$ cat src/rtl/uart_tx_frame.sv
// -----------------------------------------------------------------------------
// uart_tx_frame
//
// UART transmit engine. Each valid/ready handshake captures one DATA_BITS-wide
// word and serialises it as: start bit (0), data bits LSB first, an optional
// parity bit, then STOP_BITS stop bits (1). Bit timing comes from an internal
// divider running on uart_clock, so no separate baud clock is needed. A new
// word can be accepted on the final cycle of the last stop bit, which gives
// back-to-back frames with no idle gap between them.
//
// Compile-time option:
//   UART_TX_PARITY_EN  When defined, a PARITY state is compiled in and every
//                      frame carries one parity bit between the data and stop
//                      bits. PARITY_ODD = 1 selects odd parity, 0 even. When
//                      undefined, frames go directly from DATA to STOP and
//                      PARITY_ODD has no effect.
//
// Parameters:
//   DATA_BITS     data bits per frame (5..9)
//   CLKS_PER_BIT  uart_clock cycles per bit period (>= 2)
//   STOP_BITS     stop bits per frame (1 or 2)
//   PARITY_ODD    parity sense, used only with UART_TX_PARITY_EN
//
// Ports:
//   uart_clock  in   clock, rising edge
//   reset_n     in   asynchronous active-low reset
//   data        in   word to send, sampled only on the handshake edge
//   valid       in   data is presented
//   ready       out  engine accepts a word this cycle
//   tx          out  serial line, idles high, registered
//   busy        out  a frame is in progress
//   done        out  one-cycle pulse on the last cycle of the final stop bit
// -----------------------------------------------------------------------------
module uart_tx_frame #(
  parameter int DATA_BITS    = 8,
  parameter int CLKS_PER_BIT = 16,
  parameter int STOP_BITS    = 1,
  parameter int PARITY_ODD   = 0
) (
  input  logic                 uart_clock,
  input  logic                 reset_n,
  input  logic [DATA_BITS-1:0] data,
  input  logic                 valid,
  output logic                 ready,
  output logic                 tx,
  output logic                 busy,
  output logic                 done
);

  // Elaboration-time parameter checks.
  if (DATA_BITS < 5 || DATA_BITS > 9) begin : g_bad_data_bits
    $error("uart_tx_frame: DATA_BITS must be in 5..9");
  end
  if (CLKS_PER_BIT < 2) begin : g_bad_clks_per_bit
    $error("uart_tx_frame: CLKS_PER_BIT must be at least 2");
  end
  if (STOP_BITS != 1 && STOP_BITS != 2) begin : g_bad_stop_bits
    $error("uart_tx_frame: STOP_BITS must be 1 or 2");
  end
  if (PARITY_ODD != 0 && PARITY_ODD != 1) begin : g_bad_parity_odd
    $error("uart_tx_frame: PARITY_ODD must be 0 or 1");
  end

  localparam int DIV_W = $clog2(CLKS_PER_BIT);
  localparam int CNT_W = $clog2(DATA_BITS + 1);

  localparam logic [DIV_W-1:0] DIV_LAST    = DIV_W'(CLKS_PER_BIT - 1);
  localparam logic [DIV_W-1:0] DIV_PRELAST = DIV_W'(CLKS_PER_BIT - 2);
  localparam logic [CNT_W-1:0] BIT_LAST    = CNT_W'(DATA_BITS - 1);
  // Index of the final stop bit in the one-bit stop counter.
  localparam logic             STOP_LAST   = (STOP_BITS == 2);

`ifdef UART_TX_PARITY_EN
  typedef enum logic [2:0] {
    IDLE   = 3'd0,
    START  = 3'd1,
    DATA   = 3'd2,
    PARITY = 3'd3,
    STOP   = 3'd4
  } state_t;

  localparam logic PAR_SENSE = (PARITY_ODD != 0);
`else
  typedef enum logic [1:0] {
    IDLE  = 2'd0,
    START = 2'd1,
    DATA  = 2'd2,
    STOP  = 2'd3
  } state_t;
`endif

  state_t               state;
  logic [DIV_W-1:0]     div_cnt;
  logic [CNT_W-1:0]     bit_cnt;
  logic                 stop_cnt;
  logic [DATA_BITS-1:0] shift;
`ifdef UART_TX_PARITY_EN
  logic                 parity_bit;
`endif

  logic accept;
  logic bit_end;
  logic stop_prelast;

  // ready is only ever high in IDLE or on the final stop cycle, so a
  // handshake can only land at those two points.
  assign accept  = valid && ready;
  assign bit_end = (div_cnt == DIV_LAST);

  // True one cycle before the last cycle of the final stop bit: ready and
  // done are registered, so they are raised on this edge to be high during
  // that last cycle.
  assign stop_prelast = (state == STOP) && (stop_cnt == STOP_LAST) &&
                        (div_cnt == DIV_PRELAST);

  always_ff @(posedge uart_clock or negedge reset_n) begin
    if (!reset_n) begin
      state      <= IDLE;
      div_cnt    <= '0;
      bit_cnt    <= '0;
      stop_cnt   <= 1'b0;
      shift      <= '0;
`ifdef UART_TX_PARITY_EN
      parity_bit <= 1'b0;
`endif
      tx         <= 1'b1;
      ready      <= 1'b1;
      busy       <= 1'b0;
      done       <= 1'b0;
    end else begin
      done <= 1'b0;

      if (accept) begin
        // Handshake: from IDLE, or back-to-back on the final stop cycle.
        shift      <= data;
`ifdef UART_TX_PARITY_EN
        parity_bit <= (^data) ^ PAR_SENSE;
`endif
        div_cnt    <= '0;
        state      <= START;
        tx         <= 1'b0;
        busy       <= 1'b1;
        ready      <= 1'b0;
      end else begin
        case (state)
          IDLE: begin
            tx    <= 1'b1;
            busy  <= 1'b0;
            ready <= 1'b1;
          end

          START: begin
            if (bit_end) begin
              div_cnt <= '0;
              bit_cnt <= '0;
              state   <= DATA;
              tx      <= shift[0];
            end else begin
              div_cnt <= div_cnt + 1'b1;
            end
          end

          DATA: begin
            if (bit_end) begin
              div_cnt <= '0;
              shift   <= shift >> 1;
              bit_cnt <= bit_cnt + 1'b1;
              if (bit_cnt == BIT_LAST) begin
`ifdef UART_TX_PARITY_EN
                state    <= PARITY;
                tx       <= parity_bit;
`else
                state    <= STOP;
                stop_cnt <= 1'b0;
                tx       <= 1'b1;
`endif
              end else begin
                // shift[1] becomes shift[0] on this same edge.
                tx <= shift[1];
              end
            end else begin
              div_cnt <= div_cnt + 1'b1;
            end
          end

`ifdef UART_TX_PARITY_EN
          PARITY: begin
            if (bit_end) begin
              div_cnt  <= '0;
              state    <= STOP;
              stop_cnt <= 1'b0;
              tx       <= 1'b1;
            end else begin
              div_cnt <= div_cnt + 1'b1;
            end
          end
`endif

          STOP: begin
            tx <= 1'b1;
            if (bit_end) begin
              div_cnt <= '0;
              if (stop_cnt == STOP_LAST) begin
                // No handshake on the final cycle: go idle. ready is
                // already high from the previous edge.
                state <= IDLE;
                busy  <= 1'b0;
              end else begin
                stop_cnt <= stop_cnt + 1'b1;
              end
            end else begin
              div_cnt <= div_cnt + 1'b1;
            end
            if (stop_prelast) begin
              ready <= 1'b1;
              done  <= 1'b1;
            end
          end

          default: begin
            state <= IDLE;
            tx    <= 1'b1;
            busy  <= 1'b0;
            ready <= 1'b1;
          end
        endcase
      end
    end
  end

endmodule

$ cat config.mk
export PLATFORM = sky130hd
export DESIGN_NAME = uart_tx_frame
export DESIGN_NICKNAME = d
export VERILOG_FILES = /design/src/rtl/uart_tx_frame.sv
export SDC_FILE = /design/constraint.sdc
export NUM_CORES = 1
export LEC_CHECK = 0
export ABC_AREA = 1
export ABC_CLOCK_PERIOD_IN_PS = 2700
export CELL_PAD_IN_SITES_DETAIL_PLACEMENT = 0
export CELL_PAD_IN_SITES_GLOBAL_PLACEMENT = 2
export CORE_AREA = 2 2 63 65
export CTS_CLUSTER_DIAMETER = 200
export DETAILED_ROUTE_END_ITERATION = 16
export DIE_AREA = 0 0 65 67
export PLACE_DENSITY_LB_ADDON = 0.1
export SYNTH_ARGS = -nofsm -noshare
export SYNTH_HDL_FRONTEND = slang
export SYNTH_SLANG_ARGS = --single-unit
$ cat constraint.sdc
create_clock -name uart_clock -period 2.7 [get_ports uart_clock]
set_clock_uncertainty 0.2 [all_clocks]
set_input_delay 0.81 -clock uart_clock [delete_from_list [all_inputs] [get_ports uart_clock]]
set_output_delay 0.81 -clock uart_clock [all_outputs]
set_load 0.03 [all_outputs]
==> flow_summary.yaml <==
timing:
  whs_ns: 0.291
  fin_crit_ns: 2.51
  rsz0062_at_grt: "no"
  fin_setup_tns_ns: 0
  slew_headroom_pct: 73.5
  clock.fmax_mhz: 398
  tightest_slew_ns: 0.396
  finalHoldViolCount: 0
  drv_slew: 0
  setup_viol: 0
  fin_crit_sh_pct: 92.9
logic_synthesis:
  seq_area_frac_synth_pct: 44.1
  ys_seq_elements: 22
  avgSynthCellArea_sq_um: 8.26
  synth_cell_types: 24
  syn_inst: 152
  synth_area_sq_um: 1250
  ys_warn_count: 0
  syn_nets: 171
worst_setup_path:
  worstPathRequired_ns: 1.69
  path_delay_family: "buffers and inverters"
  worstRegToRegCells: 8
  crit_type: "reg -> out"
  path_cells: "clkdlybuf4s50_1"
  worstPathMaxFanout: 3
  cp_num_cells: 1
  cp_slowest_cell: "clkdlybuf4s50_1"
  cpPeakStageDelay_ns: 0.67
  critical_path.endpoint_type: "output port"
  startpoint_type: "flop"
  crit_buf_inv: 1
  arrival_ns: 1.50
cells_and_area:
  layout_common_cells: "37 x nand2_1, 20 x inv_1, 20 x o21ai_0, 20 x dfrtp_1, 14 x clkdlybuf4s50_1"
  finalNetCount: 188
  drive_above_1_share_pct: 8.98
  diodes: 0
  final_common_cell: "nand2_1"
  area_growth_pct: 17.1
global_routing:
  overflow: 0
  grt_util_all_layers_pct: 12.4
  antenna_found_initial: 0
  grt_max_degree: 23
  grt_pass1_vias: 891
  grt_pass1_wl_mm: 4.04
placed_design:
  io_buffers: 14
  dp_hpwl_mm: 1.69
  gp_congestion: 0.721
route:
  dr_total_vias: 976
  wl_mm: 2.35
  vias_per_cell: 4.54
  ant_nets: 0
  drcViolationCount: 0
  drt_iter0_markers: 28
  dr.pass1.iters: 4
  wl_per_cell_um: 10.9
floorplanning:
  core.rowCount: 22
  dieArea_sq_um: 4360
  core_sq_um: 3610
  die_w_um: 65
  dieHeight_um: 67
  start_util_pct: 34.8
  io_pins: 15
power:
  ir_worst_vdd_mv: 0.349
  pwr_density_cell_nw_per_um2: 1020
  leakagePower_uw: 0.000696
clocking:
  clockRootBuffer: "clkbuf_8"
  cts_hold_buf: 0
  clkLatencyLatePin_ns: 0.26
  postCtsSetupRepairBufs: 0
  clock_sink_count: 22
  cts_buffers: 3
  post_cts_resized: 0
  clkTransAtPathRegs_ns: 0.08
  h-tree-depth: 1
  clockBufferDepth: 2
  cts_tree: "done"
run:
  maxCapViolations: 0
run_status:
  status: "completed"
min_path:
  hold_path_depth: 2
  hp-class: "reg -> reg"
final cells by class:
cell class,instances,area (sq um)
clock buffer,3,41.3
fill,371,2140
inverter,21,78.8
timing repair buffer,15,148
multi-input combinational,106,589
sequential,22,553
tap,48,60.1
worst paths after layout:
kind / slack (ns) / start / to
worst max-delay path: 0.19 / ready / ready
worst max register to register: 0.86 / state[0] / bit_cnt[2]
min in group asynchronous: 0.71 / reset_n / busy
worst min-delay path: 0.29 / busy / busy
max in group asynchronous: 1.31 / reset_n / tx
worst min register to register: 0.29 / busy / busy
cells in the mapped netlist (all sizes together):
cell type	count	area, sq um
o21a	1	7.51
inv	21	78.8
buf	3	33.8
dfstp	2	52.6
nand3	15	92.6
ha	8	100
nand2	38	150
a211oi	1	7.51
nor2	9	33.8
and3	1	6.26
o21ai	24	139
a21oi	3	15.0
xor2	1	8.76
nand4	1	6.26
or2	2	12.5
nor3	2	10.0
dfrtp	20	500
per-stage QoR:
step | cells | power, uW | cell area, sq um | worst slack (ns) | utilization [%]
6_report | 215 | 1500 | 1470 | 0.190 | 40.8
3_5_place_dp | 212 | 1310 | 1430 | 0.345 | 39.6
4_1_cts | 215 | 1520 | 1470 | 0.171 | 40.8
5_1_grt | 215 | 1660 | 1470 | 0.157 | 40.8
2_1_floorplan | 152 | 1140 | 1250 | 1.02 | -
3_3_place_gp | 212 | 1300 | 1430 | 0.356 | 39.6
power breakdown:
part | switching (uW) | leakage (uW) | internal (uW)
registers | 100 | 0.000279 | 468
logic | 453 | 0.000395 | 274
clock network | 104 | 0.0000216 | 99.5
total | 657 | 0.000696 | 842
worst register-to-register path, stage by stage (launching register included):
cell,delay [ns]
dfrtp_1,0.43
inv_1,0.08
ha_1,0.27
inv_1,0.20
nand2_1,0.10
nand2_1,0.11
nand3_2,0.15
nand2_1,0.09
o21ai_0,0.08
kinds of logic (layout without fill, tap and decap cells):
kind of cell / count (synthesis) / in the layout / share of synthesized area (%)
simple gates: 68 / 68 / 24.8
compound gates: 29 / 29 / 13.5
buf+inv: 24 / 39 / 8.97
fa+ha+maj: 8 / 8 / 7.98
xor+xnor: 1 / 1 / 0.698
flops: 22 / 22 / 44.1
routing by layer:
metal | GRT usage (%) | vias to the layer above | share of wire (%)
li1 | - | 519 | -
met4 | 5.59 | 0 | 1.0
met5 | 0 | - | 0
met1 | 15.7 | 439 | 50
met3 | 2.53 | 2 | 4.1
met2 | 20.2 | 16 | 45
sequential cells by signal, summed over array words and instances, names as in the netlist:
register  cells
bit_cnt       4
busy          1
div_cnt       4
done          1
ready         1
shift         8
state         2
tx            1
Power figures use the tool's default switching activity.
